`config.mk`:
```
export PLATFORM = sky130hd
export DESIGN_NAME = stats_frame_tx
export DESIGN_NICKNAME = d
export VERILOG_FILES = /design/src/rtl/stats_frame_tx.sv
export SDC_FILE = /design/constraint.sdc
export NUM_CORES = 1
export LEC_CHECK = 0
export CAP_MARGIN = 5
export CORE_MARGIN = 2
export CORE_UTILIZATION = 55
export CTS_BUF_LIST = sky130_fd_sc_hd__clkbuf_16
export CTS_CLUSTER_DIAMETER = 200
export CTS_CLUSTER_SIZE = 8
export DETAILED_ROUTE_END_ITERATION = 16
export GPL_ROUTABILITY_DRIVEN = 0
export GPL_TIMING_DRIVEN = 0
export MAX_ROUTING_LAYER = met4
export PLACE_DENSITY = 0.91
export SLEW_MARGIN = 0
export SYNTH_ARGS = -nofsm -noshare
export SYNTH_HDL_FRONTEND = slang
export SYNTH_SLANG_ARGS = --single-unit
export TNS_END_PERCENT = 20
```
`constraint.sdc`:
```
create_clock -name clk -period 4.7 [get_ports clk]
set_input_delay 0.705 -clock clk [delete_from_list [all_inputs] [get_ports clk]]
set_output_delay 0.705 -clock clk [all_outputs]
set_load 0.01 [all_outputs]
```
`src/rtl/stats_frame_tx.sv`:
```
// stats_frame_tx: packs one set of statistics results into a fixed 13-byte frame.
// The frame is sent byte-by-byte over a valid/ready stream.
//
// Frame layout: HEADER, seq, sd[15:8], sd[7:0], mean (4 bytes, MSB first),
//               variance (4 bytes, MSB first), checksum (XOR of bytes 0..11).
//
// Ports:
//   clk          single clock, rising edge
//   rstn         synchronous active-low reset
//   start        level request from producer (four-phase with data_sent)
//   sd_in        16-bit standard deviation
//   mean_in      32-bit mean
//   variance_in  32-bit variance
//   tx_ready     downstream accepts tx_data this cycle
//   tx_data      frame byte
//   tx_valid     tx_data is valid
//   tx_sof       asserted with byte 0
//   tx_eof       asserted with byte 12 (checksum)
//   data_sent    frame fully accepted; held until start drops
//   busy         high whenever not idle
module stats_frame_tx #(
    parameter logic [7:0]  HEADER    = 8'hA5,
    parameter int unsigned FRAME_LEN = 13
) (
    input  logic        clk,
    input  logic        rstn,
    input  logic        start,
    input  logic [15:0] sd_in,
    input  logic [31:0] mean_in,
    input  logic [31:0] variance_in,
    input  logic        tx_ready,
    output logic [7:0]  tx_data,
    output logic        tx_valid,
    output logic        tx_sof,
    output logic        tx_eof,
    output logic        data_sent,
    output logic        busy
);

    localparam logic [3:0] LastIdx = 4'(FRAME_LEN - 1);

    typedef enum logic [1:0] {
        StIdle,
        StSend,
        StDone
    } state_e;

    state_e      state_q, state_d;
    logic [3:0]  idx_q, idx_d;
    logic [7:0]  seq_q, seq_d;
    logic [7:0]  frame_seq_q, frame_seq_d;
    logic [15:0] sd_q, sd_d;
    logic [31:0] mean_q, mean_d;
    logic [31:0] var_q, var_d;
    logic [7:0]  checksum;
    logic [7:0]  byte_sel;

    always_ff @(posedge clk) begin
        if (!rstn) begin
            state_q     <= StIdle;
            idx_q       <= 4'd0;
            seq_q       <= 8'd0;
            frame_seq_q <= 8'd0;
            sd_q        <= 16'd0;
            mean_q      <= 32'd0;
            var_q       <= 32'd0;
        end else begin
            state_q     <= state_d;
            idx_q       <= idx_d;
            seq_q       <= seq_d;
            frame_seq_q <= frame_seq_d;
            sd_q        <= sd_d;
            mean_q      <= mean_d;
            var_q       <= var_d;
        end
    end

    always_comb begin
        state_d     = state_q;
        idx_d       = idx_q;
        seq_d       = seq_q;
        frame_seq_d = frame_seq_q;
        sd_d        = sd_q;
        mean_d      = mean_q;
        var_d       = var_q;
        case (state_q)
            StIdle: begin
                if (start) begin
                    sd_d        = sd_in;
                    mean_d      = mean_in;
                    var_d       = variance_in;
                    frame_seq_d = seq_q;
                    idx_d       = 4'd0;
                    state_d     = StSend;
                end
            end
            StSend: begin
                if (tx_ready) begin
                    if (idx_q == LastIdx) begin
                        idx_d   = 4'd0;
                        seq_d   = seq_q + 8'd1;
                        state_d = StDone;
                    end else begin
                        idx_d = idx_q + 4'd1;
                    end
                end
            end
            StDone: begin
                // Wait for the producer to drop start before rearming.
                if (!start) begin
                    state_d = StIdle;
                end
            end
            default: state_d = StIdle;
        endcase
    end

    assign checksum = HEADER ^ frame_seq_q ^ sd_q[15:8] ^ sd_q[7:0]
                    ^ mean_q[31:24] ^ mean_q[23:16] ^ mean_q[15:8] ^ mean_q[7:0]
                    ^ var_q[31:24] ^ var_q[23:16] ^ var_q[15:8] ^ var_q[7:0];

    always_comb begin
        byte_sel = 8'd0;
        case (idx_q)
            4'd0:    byte_sel = HEADER;
            4'd1:    byte_sel = frame_seq_q;
            4'd2:    byte_sel = sd_q[15:8];
            4'd3:    byte_sel = sd_q[7:0];
            4'd4:    byte_sel = mean_q[31:24];
            4'd5:    byte_sel = mean_q[23:16];
            4'd6:    byte_sel = mean_q[15:8];
            4'd7:    byte_sel = mean_q[7:0];
            4'd8:    byte_sel = var_q[31:24];
            4'd9:    byte_sel = var_q[23:16];
            4'd10:   byte_sel = var_q[15:8];
            4'd11:   byte_sel = var_q[7:0];
            4'd12:   byte_sel = checksum;
            default: byte_sel = 8'd0;
        endcase
    end

    // Outputs decode directly from registered state, so they hold stable under stall
    // and are all zero straight after reset.
    assign tx_valid  = (state_q == StSend);
    assign tx_data   = tx_valid ? byte_sel : 8'd0;
    assign tx_sof    = tx_valid && (idx_q == 4'd0);
    assign tx_eof    = tx_valid && (idx_q == LastIdx);
    assign data_sent = (state_q == StDone);
    assign busy      = (state_q != StIdle);

endmodule
```
==> results.json, run 1 <==
{
  "numCtsBuffers": 9,
  "ios": 97,
  "synth_mux_area_frac": 0.01771,
  "grt_pass1_wl_um": 25340,
  "hold_depth": 2,
  "worst_pin_slew_ns": 0.7445,
  "finalHoldViolCount": 0,
  "reg2reg_slack_ns": 2.71,
  "vias_per_cell": 5.883,
  "antenna_found_initial": 0,
  "arrival_ns": 3.28,
  "crit_family": "buffers and inverters",
  "cts.path.max_buffers": 2,
  "cts_tree": "built",
  "synthArstFlopShare": 0,
  "ys_dominant_reg_cell": "dfxtp_1",
  "syn2layout_area_growth_pct": 27.00,
  "whs_endpoint": "frame_seq_q[7]$_SDFFE_PN0P_",
  "dp_hpwl_um": 12000,
  "h-tree-depth": 3,
  "status": "finished, final reports clean",
  "worst_path_most_repeated_cell": "clkbuf_1",
  "p_leak_nw": 2.275,
  "total_power_mw": 2.100,
  "first_iter_violations": 893,
  "clock_latency_ns": 0.35,
  "synth.yosys.warnings": 0,
  "cts.sinks": 102,
  "avgSynthCellArea_um2": 7.897,
  "reg2reg_to": "mean_q[5]$_SDFFE_PN0P_",
  "crit_path_end_kind": "output pin",
  "ys_ff_latch": 102,
  "slew_headroom": 0.5004,
  "regArea_mm2": 0.002042,
  "synth_edf_count": 0,
  "synth_seq_area_share": 0.3906,
  "grt.overflow.total": 0,
  "die_area_mm2": 0.01030,
  "p_per_area_mw_per_mm2": 316.3,
  "holdWs_ns": 0.4835,
  "nets": 858,
  "fmax_mhz": 251.2,
  "drive_gt1_frac": 0.04264,
  "synth_cells": 662,
  "post_cts_buffers": 0,
  "hp-class": "reg -> reg",
  "multi_input_area_mm2": 0.002949,
  "path_buf_inv": 4,
  "fin_area_mm2": 0.006639,
  "r2r_cells": 6,
  "clk_pin_slew_ns": 0.07,
  "grt_pass1_vias": 5048,
  "synthXorXnorAreaFrac": 0.1517,
  "ys_types": 45,
  "max-vdd-ir-drop_mv": 0.1633,
  "start_util": 0.5657,
  "cts_resized": 0,
  "hold_buffers": 0,
  "synthSimpleGateAreaFrac": 0.1989,
  "root_buffer": "clkbuf_16",
  "synth_fa_ha_area_frac": 0.01197,
  "dp_slack_ns": 1.215,
  "layout_setup_ws_ns": 0.7192,
  "drtAntennaViolNets": 0,
  "netlist_area_mm2": 0.005228,
  "setup_viol": 0,
  "path_class": "reg -> out",
  "setup.worst_path.start_class": "register",
  "row_count": 35,
  "numPortBuffers": 96,
  "rsz0062_at_grt": "no",
  "skew_ns": 0.01062,
  "post-route-min-period_ns": 3.981,
  "crit_slowest_cell": "clkdlybuf4s50_1",
  "synth-compound-area-share": 0.1838,
  "fp.coreArea_mm2": 0.009240,
  "tns_ns": 0,
  "wl_um": 16490,
  "worstPathRequired_ns": 3.99,
  "timing.rr.start": "state_q[0]$_SDFFE_PN0P_",
  "grt_max_degree": 20,
  "dr.pass1.iters": 9,
  "slew_violations": 0,
  "synth.net_count": 751,
  "fin_crit_sh": 0.8470,
  "vias": 5312,
  "dp_cells": 887,
  "diodes": 0,
  "slowest_delay_ns": 0.58,
  "fp.dieW_um": 101.5,
  "fillers": 676,
  "cap_viol_max_count": 0,
  "layoutNonFillerInstCount": 903,
  "final_common_cell": "nand2_1",
  "path_max_fanout": 10,
  "drc_errors": 0,
  "place_area_mm2": 0.006350,
  "wl_per_cell_um": 18.27,
  "hp-start": "seq_q[7]$_SDFFE_PN0P_",
  "die_y_um": 101.5,
  "mostFrequentLayoutCells": "nand2_1, a21oi_1, dfxtp_1",
  "grtUsageTotal": 0.3293,
  "fin_util": 0.7185,
  "synth_top_family_by_area": "simple AND/OR/NAND/NOR gates",
  "path_cells": "inv_1, ha_1, clkbuf_1, clkbuf_1, o21ai_1, o22ai_1, clkdlybuf4s50_1"
}
==> synth_stat cells, types with 3 or more instances <==
| cell type | count | area [um2] |
|---|---|---|
| a211oi_1 | 4 | 30.03 |
| a21oi_1 | 112 | 560.5 |
| a222oi_1 | 6 | 60.06 |
| a22oi_1 | 16 | 120.1 |
| buf_1 | 3 | 11.26 |
| buf_2 | 9 | 45.04 |
| clkbuf_1 | 32 | 120.1 |
| dfxtp_1 | 102 | 2042 |
| ha_1 | 5 | 62.56 |
| inv_1 | 8 | 30.03 |
| mux2i_1 | 7 | 70.07 |
| nand2_1 | 190 | 713.2 |
| nand2b_1 | 7 | 43.79 |
| nand3_1 | 11 | 55.05 |
| nand3b_1 | 3 | 22.52 |
| nand4_1 | 3 | 18.77 |
| nor2_1 | 12 | 45.04 |
| nor2b_1 | 4 | 25.02 |
| nor3_1 | 3 | 15.01 |
| o21ai_0 | 3 | 15.01 |
| o22ai_1 | 13 | 81.33 |
| xnor2_1 | 64 | 560.5 |
| xnor3_1 | 8 | 180.2 |
| xor2_1 | 6 | 52.55 |
==> area by class of cell <==
class,count,area share
buffer,46,0.02997
clock buffer,9,0.03392
clock inverter,7,0.009612
inverter,10,0.005654
multi-input combinational,504,0.4442
sequential,102,0.3076
tap,129,0.02431
timing repair buffer,96,0.1447
==> worst min-delay path: stages (launching register included) <==
cell and delay [ns]:
dfxtp_1 0.33, nand2_1 0.06, a21oi_1 0.05
==> power breakdown <==
part	internal, mW	total, mW	switching, mW
clock network	0.372	0.728	0.357
registers	0.907	0.963	0.0562
logic	0.229	0.408	0.179
total	1.51	2.10	0.592
==> worst max path at each step <==
stage                                     start          to  slack [ns]  cells after the start
after floorplan           idx_q[0]$_SDFFE_PN0P_  tx_data[3]        2.30                      8
after detailed placement  idx_q[0]$_SDFFE_PN0P_  tx_data[3]        1.21                      7
after global routing      idx_q[0]$_SDFFE_PN0P_  tx_data[3]        0.58                      7
final                     idx_q[0]$_SDFFE_PN0P_  tx_data[1]        0.72                      7
after CTS                 idx_q[0]$_SDFFE_PN0P_  tx_data[3]        0.81                      7
after global placement    idx_q[0]$_SDFFE_PN0P_  tx_data[0]        1.27                      7
==> state kept, by name (all words and copies together) (netlist names) <==
signal	cells
seq_q	8
var_q	32
idx_q	4
state_q	2
sd_q	16
frame_seq_q	8
mean_q	32
==> layer usage <==
| layer | global-route usage | vias to the layer above | routed length, um |
|---|---|---|---|
| li1 | - | 2464 | - |
| met1 | 0.3911 | 2415 | 6272 |
| met2 | 0.5400 | 372 | 7710 |
| met3 | 0.07177 | 61 | 1881 |
| met4 | 0.1383 | 0 | 629 |
| met5 | - | - | 0 |
==> logic make-up after synthesis <==
family	count (synthesis)
buffers and inverters	56
xor gates and xnor gates	78
DFF	102
AOI/OAI and AO/OA	166
adders and majority gates	5
and+or+nand+nor	246
muxes	9
No activity file was read; power rests on OpenSTA's default activity.
==> inputs of run 2 (changes only) <==
--- a/config.mk
+++ b/config.mk
@@ -7,7 +7,7 @@
 export LEC_CHECK = 0
 export CAP_MARGIN = 5
 export CORE_MARGIN = 2
-export CORE_UTILIZATION = 55
+export CORE_UTILIZATION = 48
 export CTS_BUF_LIST = sky130_fd_sc_hd__clkbuf_16
 export CTS_CLUSTER_DIAMETER = 200
 export CTS_CLUSTER_SIZE = 8
@@ -15,7 +15,7 @@
 export GPL_ROUTABILITY_DRIVEN = 0
 export GPL_TIMING_DRIVEN = 0
 export MAX_ROUTING_LAYER = met4
-export PLACE_DENSITY = 0.91
+export PLACE_DENSITY = 0.85
 export SLEW_MARGIN = 0
 export SYNTH_ARGS = -nofsm -noshare
 export SYNTH_HDL_FRONTEND = slang
==> constraint.sdc (replaced) <==
create_clock -name clk -period 3.5 [get_ports clk]
set_input_delay 0.525 -clock clk [delete_from_list [all_inputs] [get_ports clk]]
set_output_delay 0.525 -clock clk [all_outputs]
set_load 0.01 [all_outputs]
==> run 2 against run 1 <==
Final area grew 0.45%; sequential share of layout area down 0.14 points; clock power is 37% higher; sequential cell count unchanged; critical path type unchanged; die area rose by 14%; hold slack lost 0.0097 ns; count of clock-buffer cells in the layout unchanged; routed wire length fell by 5.2%; combinational power grew 33%; sequential power is 34% higher; clock skew is 0.0021 ns lower; largest power group unchanged; worst setup slack worse by 0.62 ns.
==> results.json, run 2 (same netlist as run 1, synthesis figures left out) <==
{
  "path_class": "reg -> out",
  "cts.sinks": 102,
  "cts_tree": "built",
  "arrival_ns": 2.87,
  "die_area_mm2": 0.01174,
  "setup_viol": 0,
  "slew_violations": 0,
  "final_common_cell": "nand2_1",
  "row_count": 38,
  "total_power_mw": 2.830,
  "drtAntennaViolNets": 0,
  "worstPathRequired_ns": 2.97,
  "diodes": 0,
  "slew_headroom": 0.4389,
  "p_per_area_mw_per_mm2": 424.3,
  "cts.path.max_buffers": 2,
  "numPortBuffers": 96,
  "dp_hpwl_um": 11520,
  "first_iter_violations": 567,
  "crit_path_end_kind": "output pin",
  "root_buffer": "clkbuf_16",
  "drc_errors": 0,
  "vias_per_cell": 5.625,
  "reg_top3": "mean_q x32, var_q x32, sd_q x16",
  "slowest_delay_ns": 0.58,
  "crit_family": "buffers and inverters",
  "syn2layout_area_growth_pct": 27.57,
  "fin_crit_sh": 0.9709,
  "hp-class": "reg -> reg",
  "grt_pass1_wl_um": 24250,
  "mostFrequentLayoutCells": "nand2_1, a21oi_1, dfxtp_1",
  "fp.coreArea_mm2": 0.01075,
  "skew_ns": 0.008518,
  "worst_pin_slew_ns": 0.8385,
  "layout_setup_ws_ns": 0.1017,
  "layoutNonFillerInstCount": 913,
  "dp_slack_ns": 0.1268,
  "hold_buffers": 0,
  "fmax_mhz": 294.3,
  "h-tree-depth": 3,
  "clk_pin_slew_ns": 0.07,
  "finalHoldViolCount": 0,
  "reg2reg_slack_ns": 1.34,
  "numCtsBuffers": 9,
  "wl_um": 15630,
  "max-vdd-ir-drop_mv": 0.2276,
  "drive_gt1_frac": 0.04916,
  "tns_ns": 0,
  "vias": 5136,
  "crit_slowest_cell": "clkdlybuf4s50_1",
  "worst_path_most_repeated_cell": "a21oi_1",
  "grt_max_degree": 21,
  "fillers": 943,
  "fin_util": 0.6206,
  "dp_cells": 898,
  "setup.worst_path.start_class": "register",
  "dr.pass1.iters": 5,
  "p_leak_nw": 2.297,
  "fp.dieW_um": 108.4,
  "wl_per_cell_um": 17.12,
  "post-route-min-period_ns": 3.398,
  "grt_pass1_vias": 4766,
  "nets": 857,
  "clock_latency_ns": 0.35,
  "antenna_found_initial": 0,
  "start_util": 0.4865,
  "status": "finished, final reports clean",
  "rsz0062_at_grt": "no",
  "path_buf_inv": 3,
  "ios": 97,
  "path_max_fanout": 10,
  "die_y_um": 108.4,
  "path_cells": "inv_1, ha_1, clkbuf_1, a21oi_1, a21oi_1, a21oi_1, o22ai_1, clkdlybuf4s50_1",
  "grtUsageTotal": 0.2768,
  "cap_viol_max_count": 0,
  "grt.overflow.total": 0
}
==> run 2: cell count changes in the layout (fill, tap and decap cells not counted), sizes merged <==
cell	delta
buf	+1
clkbuf	-2
clkinv	+2
clkinvlp	-2
==> run 2: worst paths after layout <==
kind / end / cells past startpoint / from
setup / recovery: tx_data[1] / 8 / idx_q[0]$_SDFFE_PN0P_
hold / removal: frame_seq_q[7]$_SDFFE_PN0P_ / 2 / seq_q[7]$_SDFFE_PN0P_
setup reg to reg: mean_q[4]$_SDFFE_PN0P_ / 6 / state_q[0]$_SDFFE_PN0P_
hold reg to reg: frame_seq_q[7]$_SDFFE_PN0P_ / 2 / seq_q[7]$_SDFFE_PN0P_
==> run 2: repair_timing <==
item,CTS,global route
resized for setup,3,6
setup buffers,0,0
setup endpoints to repair,9,8
==> run 2: report_power, final <==
part / total, mW / internal (mW) / switching [mW]
Clock: 0.994 / 0.507 / 0.488
Sequential: 1.29 / 1.22 / 0.0750
Combinational: 0.543 / 0.309 / 0.234
Total: 2.83 / 2.03 / 0.797
==> run 2: final cells by class <==
class,instances,area [um2],area share
inverters,10,37.54,0.005629
plain buffers,45,200.2,0.03002
flip-flops and latches,102,2042,0.3062
well taps,140,175.2,0.02627
clock buffers,9,225.2,0.03377
clock inverters,7,73.82,0.01107
multi-input cells,504,2954,0.4430
repair buffers,96,960.9,0.1441
==> run 2: routing by layer <==
metal | global-route usage | vias up | wire length, um
li1 | - | 2458 | -
met1 | 0.3602 | 2348 | 6761
met2 | 0.4322 | 288 | 6901
met3 | 0.04581 | 42 | 1462
met4 | 0.1071 | 0 | 505
met5 | - | - | 0
==> run 2: tightest hold or removal path, cell delays in order, from the launching register on <==
cell and delay, ns:
dfxtp_1 0.32, nand2_1 0.05, a21oi_1 0.05
==> run 2: stage by stage <==
step	hold WS (ns)	area, um2
finish	0.4739	6669
detailed placement	0.4750	6364
global route	0.5019	6669
floorplan	0.4370	5228
global placement	0.4523	6364
CTS	0.4804	6669
==> inputs of run 3 (changes only) <==
--- a/config.mk
+++ b/config.mk
@@ -5,7 +5,6 @@
 export SDC_FILE = /design/constraint.sdc
 export NUM_CORES = 1
 export LEC_CHECK = 0
-export CAP_MARGIN = 5
 export CORE_MARGIN = 2
 export CORE_UTILIZATION = 48
 export CTS_BUF_LIST = sky130_fd_sc_hd__clkbuf_16
@@ -20,4 +19,3 @@
 export SYNTH_ARGS = -nofsm -noshare
 export SYNTH_HDL_FRONTEND = slang
 export SYNTH_SLANG_ARGS = --single-unit
-export TNS_END_PERCENT = 20
==> results of run 3 <==
Final layout, timing and power as in run 2 (identical DEF).
